## src/rtl/issue_sched_if.sv

```systemverilog
`default_nettype none
// ============================================================================
//  Module      : issue_sched_if
//  Description : Decode / writeback / branch-resolution bundle for the issue
//                scheduler. The "master" side is the pipeline environment
//                (decode, writeback, branch unit); the "slave" side is the
//                scheduler itself.
//  Signals     : dec_*      decode instruction fields and handshake
//                issue_req_o request pulse toward the issue stage
//                wb_*       register writeback completion
//                branch_done_i / flush_i  branch resolution controls
//                outstanding_o / busy_o / wb_err_o  status
//  Revision    : 1.0  initial release
// ============================================================================
interface issue_sched_if;
  logic       dec_valid_i;
  logic       dec_ready_o;
  logic [4:0] dec_rs1_addr_i;
  logic [4:0] dec_rs2_addr_i;
  logic       dec_rs1_used_i;
  logic       dec_rs2_used_i;
  logic [4:0] dec_rd_addr_i;
  logic       dec_rd_we_i;
  logic       dec_branch_i;
  logic       issue_req_o;
  logic       wb_valid_i;
  logic [4:0] wb_addr_i;
  logic       branch_done_i;
  logic       flush_i;
  logic [3:0] outstanding_o;
  logic       busy_o;
  logic       wb_err_o;

  modport master (
    output dec_valid_i, dec_rs1_addr_i, dec_rs2_addr_i, dec_rs1_used_i,
           dec_rs2_used_i, dec_rd_addr_i, dec_rd_we_i, dec_branch_i,
           wb_valid_i, wb_addr_i, branch_done_i, flush_i,
    input  dec_ready_o, issue_req_o, outstanding_o, busy_o, wb_err_o
  );

  modport slave (
    input  dec_valid_i, dec_rs1_addr_i, dec_rs2_addr_i, dec_rs1_used_i,
           dec_rs2_used_i, dec_rd_addr_i, dec_rd_we_i, dec_branch_i,
           wb_valid_i, wb_addr_i, branch_done_i, flush_i,
    output dec_ready_o, issue_req_o, outstanding_o, busy_o, wb_err_o
  );
endinterface
`default_nettype wire

```

## src/rtl/issue_sched.sv

```systemverilog
`default_nettype none
// ============================================================================
//  Module      : issue_sched
//  Description : Issue scheduler. Tracks pending register writes in a 32-entry
//                scoreboard, stalls decode on RAW/WAW hazards, a full write
//                window or an unresolved branch, and emits exactly one
//                registered req pulse per admitted instruction.
//  Ports       : clk_i  clock, rising edge
//                rst_i  synchronous active-high reset
//                bus    issue_sched_if.slave (decode, writeback, branch, status)
//  Parameters  : MAX_OUTSTANDING  write window size, 1..15
//  Revision    : 1.0  initial release
// ============================================================================
module issue_sched #(
  parameter int MAX_OUTSTANDING = 4
) (
  input  wire logic         clk_i,
  input  wire logic         rst_i,
  issue_sched_if.slave      bus
);

  localparam logic [3:0] c_MAX_OUT = 4'(MAX_OUTSTANDING);

  typedef enum logic [1:0] {
    S_IDLE    = 2'd0,
    S_PULSE   = 2'd1,
    S_BR_WAIT = 2'd2
  } state_t;

  state_t      r_state;
  state_t      w_state_nxt;
  logic [31:0] r_pending;
  logic [3:0]  r_count;
  logic        r_br_q;
  logic        r_req;
  logic        r_wb_err;

  logic [31:0] w_clr;
  logic [31:0] w_pend_eff;
  logic [31:0] w_set;
  logic        w_wb_hit;
  logic        w_wb_bad;
  logic [3:0]  w_count_eff;
  logic        w_full;
  logic        w_hazard;
  logic        w_admit;
  logic        w_inc;

  // Writeback side: a same-cycle writeback clears the bit before the hazard
  // check so the dependent instruction is admitted without a bubble.
  always_comb begin
    w_clr      = bus.wb_valid_i ? (32'd1 << bus.wb_addr_i) : 32'd0;
    w_pend_eff = r_pending & ~w_clr;
    w_wb_hit   = bus.wb_valid_i && (bus.wb_addr_i != 5'd0) && r_pending[bus.wb_addr_i];
    w_wb_bad   = bus.wb_valid_i && !w_wb_hit;
    // Window occupancy after this cycle's retirement.
    w_count_eff = r_count - {3'd0, w_wb_hit};
    w_full      = (w_count_eff == c_MAX_OUT);
  end

  always_comb begin
    w_hazard = (bus.dec_rs1_used_i && (bus.dec_rs1_addr_i != 5'd0) && w_pend_eff[bus.dec_rs1_addr_i])
            || (bus.dec_rs2_used_i && (bus.dec_rs2_addr_i != 5'd0) && w_pend_eff[bus.dec_rs2_addr_i])
            || (bus.dec_rd_we_i    && (bus.dec_rd_addr_i  != 5'd0) && w_pend_eff[bus.dec_rd_addr_i]);
    w_admit  = (r_state == S_IDLE) && bus.dec_valid_i && !w_hazard && !w_full && !bus.flush_i;
    w_inc    = w_admit && bus.dec_rd_we_i && (bus.dec_rd_addr_i != 5'd0);
    w_set    = w_inc ? (32'd1 << bus.dec_rd_addr_i) : 32'd0;
  end

  // Next-state logic
  always_comb begin
    w_state_nxt = r_state;
    unique case (r_state)
      S_IDLE:    if (w_admit) w_state_nxt = S_PULSE;
      S_PULSE:   w_state_nxt = r_br_q ? S_BR_WAIT : S_IDLE;
      S_BR_WAIT: if (bus.branch_done_i || bus.flush_i) w_state_nxt = S_IDLE;
      default:   w_state_nxt = S_IDLE;
    endcase
  end

  always_ff @(posedge clk_i) begin
    if (rst_i) begin
      r_state   <= S_IDLE;
      r_pending <= 32'd0;
      r_count   <= 4'd0;
      r_br_q    <= 1'b0;
      r_req     <= 1'b0;
      r_wb_err  <= 1'b0;
    end else begin
      r_state   <= w_state_nxt;
      // Set is ORed after the clear so a same-register set/clear keeps the bit.
      r_pending <= (r_pending & ~w_clr) | w_set;
      r_count   <= r_count + {3'd0, w_inc} - {3'd0, w_wb_hit};
      r_req     <= w_admit;
      if (w_admit) r_br_q <= bus.dec_branch_i;
      if (w_wb_bad) r_wb_err <= 1'b1;
    end
  end

  // Handshake completes at the end of PULSE so decode fields stay stable
  // across the req rising edge.
  assign bus.dec_ready_o   = (r_state == S_PULSE) && !rst_i;
  assign bus.issue_req_o   = r_req;
  assign bus.outstanding_o = r_count;
  assign bus.busy_o        = (r_state != S_IDLE);
  assign bus.wb_err_o      = r_wb_err;

endmodule
`default_nettype wire

```

## src/flat_wrapper.sv

```systemverilog
// flat-port wrapper written by rule: the top's interface ports become plain ports
module issue_sched_flat 
#(
  parameter int MAX_OUTSTANDING = 4
)
  (clk_i, rst_i, bus_dec_valid_i, bus_dec_rs1_addr_i, bus_dec_rs2_addr_i, bus_dec_rs1_used_i, bus_dec_rs2_used_i, bus_dec_rd_addr_i, bus_dec_rd_we_i, bus_dec_branch_i, bus_wb_valid_i, bus_wb_addr_i, bus_branch_done_i, bus_flush_i, bus_dec_ready_o, bus_issue_req_o, bus_outstanding_o, bus_busy_o, bus_wb_err_o);
  issue_sched_if bus_i ();
  input  wire logic clk_i;
  input  wire logic rst_i;
  input wire logic [$bits(bus_i.dec_valid_i)-1:0] bus_dec_valid_i;
  input wire logic [$bits(bus_i.dec_rs1_addr_i)-1:0] bus_dec_rs1_addr_i;
  input wire logic [$bits(bus_i.dec_rs2_addr_i)-1:0] bus_dec_rs2_addr_i;
  input wire logic [$bits(bus_i.dec_rs1_used_i)-1:0] bus_dec_rs1_used_i;
  input wire logic [$bits(bus_i.dec_rs2_used_i)-1:0] bus_dec_rs2_used_i;
  input wire logic [$bits(bus_i.dec_rd_addr_i)-1:0] bus_dec_rd_addr_i;
  input wire logic [$bits(bus_i.dec_rd_we_i)-1:0] bus_dec_rd_we_i;
  input wire logic [$bits(bus_i.dec_branch_i)-1:0] bus_dec_branch_i;
  input wire logic [$bits(bus_i.wb_valid_i)-1:0] bus_wb_valid_i;
  input wire logic [$bits(bus_i.wb_addr_i)-1:0] bus_wb_addr_i;
  input wire logic [$bits(bus_i.branch_done_i)-1:0] bus_branch_done_i;
  input wire logic [$bits(bus_i.flush_i)-1:0] bus_flush_i;
  output wire logic [$bits(bus_i.dec_ready_o)-1:0] bus_dec_ready_o;
  output wire logic [$bits(bus_i.issue_req_o)-1:0] bus_issue_req_o;
  output wire logic [$bits(bus_i.outstanding_o)-1:0] bus_outstanding_o;
  output wire logic [$bits(bus_i.busy_o)-1:0] bus_busy_o;
  output wire logic [$bits(bus_i.wb_err_o)-1:0] bus_wb_err_o;
  assign bus_i.dec_valid_i = bus_dec_valid_i;
  assign bus_i.dec_rs1_addr_i = bus_dec_rs1_addr_i;
  assign bus_i.dec_rs2_addr_i = bus_dec_rs2_addr_i;
  assign bus_i.dec_rs1_used_i = bus_dec_rs1_used_i;
  assign bus_i.dec_rs2_used_i = bus_dec_rs2_used_i;
  assign bus_i.dec_rd_addr_i = bus_dec_rd_addr_i;
  assign bus_i.dec_rd_we_i = bus_dec_rd_we_i;
  assign bus_i.dec_branch_i = bus_dec_branch_i;
  assign bus_i.wb_valid_i = bus_wb_valid_i;
  assign bus_i.wb_addr_i = bus_wb_addr_i;
  assign bus_i.branch_done_i = bus_branch_done_i;
  assign bus_i.flush_i = bus_flush_i;
  assign bus_dec_ready_o = bus_i.dec_ready_o;
  assign bus_issue_req_o = bus_i.issue_req_o;
  assign bus_outstanding_o = bus_i.outstanding_o;
  assign bus_busy_o = bus_i.busy_o;
  assign bus_wb_err_o = bus_i.wb_err_o;
  issue_sched #(.MAX_OUTSTANDING(MAX_OUTSTANDING)) u_core (.clk_i(clk_i), .rst_i(rst_i), .bus(bus_i));
endmodule
```

## config.mk

```make
export PLATFORM = sky130hd
export DESIGN_NAME = issue_sched_flat
export DESIGN_NICKNAME = d
export VERILOG_FILES = /design/src/rtl/issue_sched_if.sv /design/src/rtl/issue_sched.sv /design/src/flat_wrapper.sv
export SDC_FILE = /design/constraint.sdc
export NUM_CORES = 1
export LEC_CHECK = 0
export ABC_AREA = 1
export BUFFER_PORTS_ARGS = -buffer_cell sky130_fd_sc_hd__buf_2
export CORE_ASPECT_RATIO = 1.1
export CORE_UTILIZATION = 50
export CTS_CLUSTER_DIAMETER = 80
export CTS_CLUSTER_SIZE = 10
export DETAILED_ROUTE_END_ITERATION = 6
export PLACE_DENSITY = 0.69
export SYNTH_ARGS = -nofsm -noshare
export SYNTH_HDL_FRONTEND = slang
export SYNTH_SLANG_ARGS = --single-unit
export TNS_END_PERCENT = 20
```

## constraint.sdc

```tcl
create_clock -name clk_i -period 2.86 [get_ports clk_i]
set_input_delay 0 -clock clk_i [delete_from_list [all_inputs] [get_ports clk_i]]
set_output_delay 0 -clock clk_i [all_outputs]
set_load 0.05 [all_outputs]
```

; ---- Yosys cells after proc, flatten, opt, wreduce, memory -nomap -nowiden
; Index checks and enable logic that the tools add are counted.
[word_totals]
n_memories = 0
mem_bits_rw = 0
latchBits = 0
romBits = 0
ff_bits = 41
[classes]
magnitude_cmp = 4
n_eq_ne = 5
reduce_logical = 31
n_addsub = 3
div = 0
multipliers = 0
muxes = 14
shift = 2
n_bitwise = 3
[ops]
columns = op, count
row1 = two-way mux 32 bit, 2
row2 = "<< shifter 1 x 5 -> 32 bit, first input constant", 2
row3 = bitwise AND 32 bit, 1
row4 = inverter 32 bit, 1
row5 = OR 32 bit, 1
row6 = "< comparator 5 x 6 -> 1 bit, second input constant", 4
row7 = binary-select mux 1 bit (select 5 bit), 4
row8 = nonzero test 5 bit, 4
row9 = logical AND 1 bit, 16
row10 = subtractor 4 x 1 -> 4 bit, 2
row11 = two-way mux 2 bit, 3
row12 = case mux 2 bit (3 select lines), 1
row13 = zero test 1 bit, 5
row14 = adder 4 x 1 -> 4 bit, 1
row15 = "== test 4 x 3 -> 1 bit, second input constant", 1
row16 = two-way mux 1 bit, 4
row17 = "inequality test 2 x 1 -> 1 bit, second input constant", 2
row18 = logical OR 1 bit, 3
row19 = "== test 2 x 1 -> 1 bit, second input constant", 1
row20 = "== test 2 bit, second input constant", 1
row21 = zero test 2 bit, 1
row22 = AND reduction 2 bit, 1
row23 = nonzero test 2 bit, 1

; ---- Depth between registers and ports, before layout
[logic_depth]
ltp_word = 17
depth_mapped = 25
mapped_depth_nobuf = 25

; ---- Least setup slack after synthesis
; OpenSTA, ideal clock, no wires.
[synth_path]
kind = register to register
startpoint = reg u_core.r_pending[10]
endpoint = reg u_core.r_count[1] (netlist: u_core.bus.outstanding_o[1])
required_time_ns = 2.732
slack_ns = -0.083
stages_incl_launch_ff = 23
arrival_time_ns = 2.815
period_less_slack_ns = 2.943
cell_sequence = dfxtp_1 > nand2_1 > a21oi_1 > a21oi_1 > nand3_1 > o311ai_0 > nand3b_1 > nand2_1 > a31oi_1 > ha_1 > inv_1 > nand2_1 > nand2_1 > xor2_1 > a21oi_1 > nand2_2 > nor2_4 > nand2_1 > nor2_1 > ha_1 > fa_1 > inv_1 > nor2_1
[synth_via]
elab_chain_len = 14
elab_cells_between_ends = 26
[synth_lines]
columns = element, line_no
row1 = from (decl), issue_sched.sv:32  ; logic [31:0] r_pending;
row2 = from (signal assigned), issue_sched.sv:92  ; r_pending <= (r_pending & ~w_clr) | w_set;
row3 = "parallel branches: the longest is 13 deep, another holds subtractor 4 x 1 -> 4 bit", n/a
row4 = subtractor 4 x 1 -> 4 bit *, issue_sched.sv:93  ; r_count <= r_count + {3'd0, w_inc} - {3'd0, w_wb_hit};
row5 = to (signal assigned), issue_sched.sv:93
row6 = to (decl), issue_sched.sv:33  ; logic [3:0] r_count;
; Every way passes the cells marked *. The select of a mux whose other input is x is not followed.
; A chain may end at the register's enable or synchronous reset.

; ---- Final worst setup path
[layout_path]
startpoint = reg u_core.r_pending[11]
endpoint = reg u_core.r_count[1] (netlist: u_core.bus.outstanding_o[1])
; The elaborated chain is that of the path after synthesis.

==> results.toml <==
[synth]
synth_cell_types = 32
synth_nets = 633
yosysWarnings = 0
synthCells = 595
synth_seq_cells = 41
syn_area_um2 = 3530
ys_seq_area_frac = 0.232
post_synth.cell_area_avg_um2 = 5.94

[worst_hold_path]
hold_end = "u_core.r_state[1]"
hold_class = "in -> reg"
min_from = "bus_branch_done_i"
hold_depth = 3

[worst_setup_path]
r2r-start = "u_core.r_pending[11]"
rrSetupSlack_ns = -0.16
r2r_cells = 21
crit_family = "compound AO/OA/AOI/OAI gates"
worstPathArrival_ns = 3.19
critPathSlowestCell = "fa_2"
start_kind = "flip-flop"
critical_path_class = "reg -> reg"
path_max_fanout = 3
max_stage_delay_ns = 0.44
r2r-end = "u_core.bus.outstanding_o[1]"
worst_setup_path_end_kind = "flip-flop"
worstPathRequired_ns = 3.03
crit_chain = "nand2_2 -> a21oi_2 -> a21oi_2 -> nand3_2 -> o311ai_4 -> nand3b_1 -> nand2_2 -> a31oi_4 -> ha_4 -> inv_2 -> o211ai_1 -> a21oi_1 -> a21oi_1 -> nand2_2 -> nor2_4 -> nand2_2 -> nor2_2 -> ha_2 -> fa_2 -> inv_2 -> nor2_1"
worstPathBufferInverterCount = 2
cp_common_cell = "nand2_2"

[routing]
vias = 4651
ant_nets = 0
routed_via_density = 6.24
finalWirelength_um = 13800
drc = 0
route.detailed.wl_per_inst_um = 18.6
dr.pass1.iters = 5
drtIter0Drc = 629

[clock_tree]
cts.clk_slew.worst_paths_ns = 0.09
cts_max_path_buffers = 2
clk_latency_ns = 0.30
cts_max_level = 2
numCtsBuffers = 5
cts_root_buffer = "clkbuf_8"
clock-sinks = 41
cts_tree = "yes"

[global_routing]
grt-ovfl-total = 0
grt_max_degree = 42
grt_antenna_before_repair = 0
grt_usage = 0.396
grt_pass1_wl_um = 22000
grt_pass1_vias = 4319

[pwr]
ir_drop_v = 0.000480
total_power_uw = 1690
p_per_area_nw_per_um2 = 390
p_leak_uw = 0.00175

[timing]
finalCritPeriodShare = 1.06
report.final.setup_viol = 7
tightest_slew_ns = 0.842
whs_ns = 0.0546
slew_headroom = 0.438
fmax_ghz = 0.331
period_minus_slack_ns = 3.02
fin_ws_ns = -0.164
rsz0062_at_grt = "true"
slew_violations = 0
skew_ns = 0.00831
hold_viol_final = 0

[status]
status = "finished with violations"
violations = "setup timing"

[layout]
design_area_um2 = 4330
final_util = 0.646
nFillCells = 642
instances_no_fill = 745
area_delta_synth_final_pct = 22.6
nets = 700
drive_gt1_frac = 0.211
antenna_cells = 0

[place]
port_buffers = 37
gp_congestion = 1.10
post_dp_cell_area_um2 = 4070
dp_hpwl_um = 10300
dp_cells = 733

[floorplan]
boundaryPins = 38
core_area_um2 = 6710
dieWidth_um = 82.2
num_rows = 31
die_h_um = 90.2
initial_core_util = 0.527
die_area_um2 = 7410

[run]
drv_cap = 0
cells in the mapped netlist:
| cell type | n | area, µm² |
|---|---|---|
| o311ai_0 | 2 | 17.5 |
| nor2_4 | 2 | 22.5 |
| nand3_1 | 117 | 586 |
| buf_6 | 3 | 33.8 |
| buf_4 | 3 | 22.5 |
| buf_1 | 3 | 11.3 |
| nor3_1 | 11 | 55.1 |
| nand3b_1 | 1 | 7.51 |
| a21oi_1 | 50 | 250 |
| a221oi_1 | 1 | 8.76 |
| fa_1 | 1 | 20.0 |
| nor2_1 | 62 | 233 |
| o21ai_0 | 9 | 45.0 |
| nand4_1 | 46 | 288 |
| o2111ai_1 | 1 | 8.76 |
| a32o_1 | 1 | 10.0 |
| xor2_1 | 2 | 17.5 |
| dfxtp_1 | 41 | 821 |
| o211ai_1 | 17 | 128 |
| clkbuf_1 | 15 | 56.3 |
| nor2_2 | 5 | 31.3 |
| inv_1 | 45 | 169 |
| nand2_1 | 122 | 458 |
| nand3_2 | 1 | 10.0 |
| nor4_1 | 1 | 6.26 |
| a22oi_1 | 2 | 15.0 |
| buf_2 | 12 | 60.1 |
| inv_2 | 2 | 7.51 |
| ha_1 | 7 | 87.6 |
| a31oi_1 | 2 | 12.5 |
| nand2_2 | 2 | 12.5 |
| clkinv_1 | 6 | 22.5 |
final cells by class:
type,instances,area (µm²),share of cell area
flip-flops and latches,41,825,0.190
clock inverters,3,65.1,0.0150
well taps,82,103,0.0237
clock buffers,5,68.8,0.0159
repair buffers,96,643,0.148
multi-input cells,465,2430,0.561
inverters,53,199,0.0459
cell usage in the layout (no fill, tap or decap), types with 2 or more instances in the layout:
cell type,instances
nand2_1,118
nand3_1,116
nor2_1,60
buf_4,57
nand4_1,46
a21oi_1,45
inv_1,42
dfxtp_1,38
buf_2,37
o211ai_1,17
nor3_1,11
nor2_2,7
nand2_2,6
clkinv_1,6
inv_2,5
o21ai_0,5
a21oi_2,5
ha_1,5
clkbuf_8,5
o21ai_1,3
dfxtp_2,3
a22oi_1,2
nand3_2,2
nor2_4,2
xor2_1,2
bufinv_16,2
kinds of logic (layout without fill, tap and decap cells):
family                   after synthesis  after routing  share of synthesized area
AO/OA/AOI/OAI                         85             85                      0.140
XOR/XNOR                               2              2                    0.00496
adder cells (fa/ha/maj)                8              8                     0.0305
buffers and inverters                 89            157                      0.108
flip-flops                            41             41                      0.232
AND/OR/NAND/NOR                      370            370                      0.484
power by group:
group          internal [µW]  switching, µW  total [µW]
sequential               589           14.8         604
clock                    347            222         569
combinational            163            354         516
state kept, by name (all words and copies together), names as in the netlist:
name	flops
u_core.r_pending	32
u_core.r_br_q	1
u_core.bus.wb_err_o	1
u_core.bus.issue_req_o	1
u_core.r_state	2
u_core.bus.outstanding_o	4
routing by layer:
metal	vias up	wire length, µm	GRT usage
met5	-	0	0
met4	0	840	0.231
met3	71	1420	0.0904
met2	314	5980	0.572
met1	2075	5610	0.526
li1	2191	-	-
worst min-delay path, cell delays in order:
cell	delay (ns)
buf_2	0.07
nor3_1	0.04
a32o_1	0.20
stage by stage:
stage               setup WS [ns]  TNS (ns)
floorplan                 -0.0252   -0.0252
global placement           -0.160    -0.383
detailed placement         -0.271     -1.05
CTS                        -0.118    -0.218
global route               -0.303     -2.23
finish                     -0.164    -0.317
worst max-delay path by stage:
| stage | depth (start not counted) | slack (ns) | endpoint | from |
|---|---|---|---|---|
| 2_1_floorplan | 22 | -0.03 | u_core.bus.outstanding_o[1] | u_core.r_pending[10] |
| 3_3_place_gp | 22 | -0.16 | u_core.bus.outstanding_o[1] | u_core.r_pending[11] |
| 3_5_place_dp | 21 | -0.27 | u_core.bus.outstanding_o[1] | u_core.r_pending[11] |
| 4_1_cts | 22 | -0.12 | u_core.bus.outstanding_o[1] | u_core.r_pending[11] |
| 5_1_grt | 21 | -0.30 | u_core.bus.outstanding_o[1] | u_core.r_pending[11] |
| 6_report | 21 | -0.16 | u_core.bus.outstanding_o[1] | u_core.r_pending[11] |
repair_timing:
| action | in CTS | in global routing |
|---|---|---|
| hold buffers | 1 | 0 |
| pin swaps | 8 | 13 |
| endpoints found under the setup margin | 13 | 36 |
| setup buffers | 1 | 2 |
| hold endpoints to repair | 1 | 0 |
| resized for setup | 10 | 22 |
(Power assumes the default switching activity.)
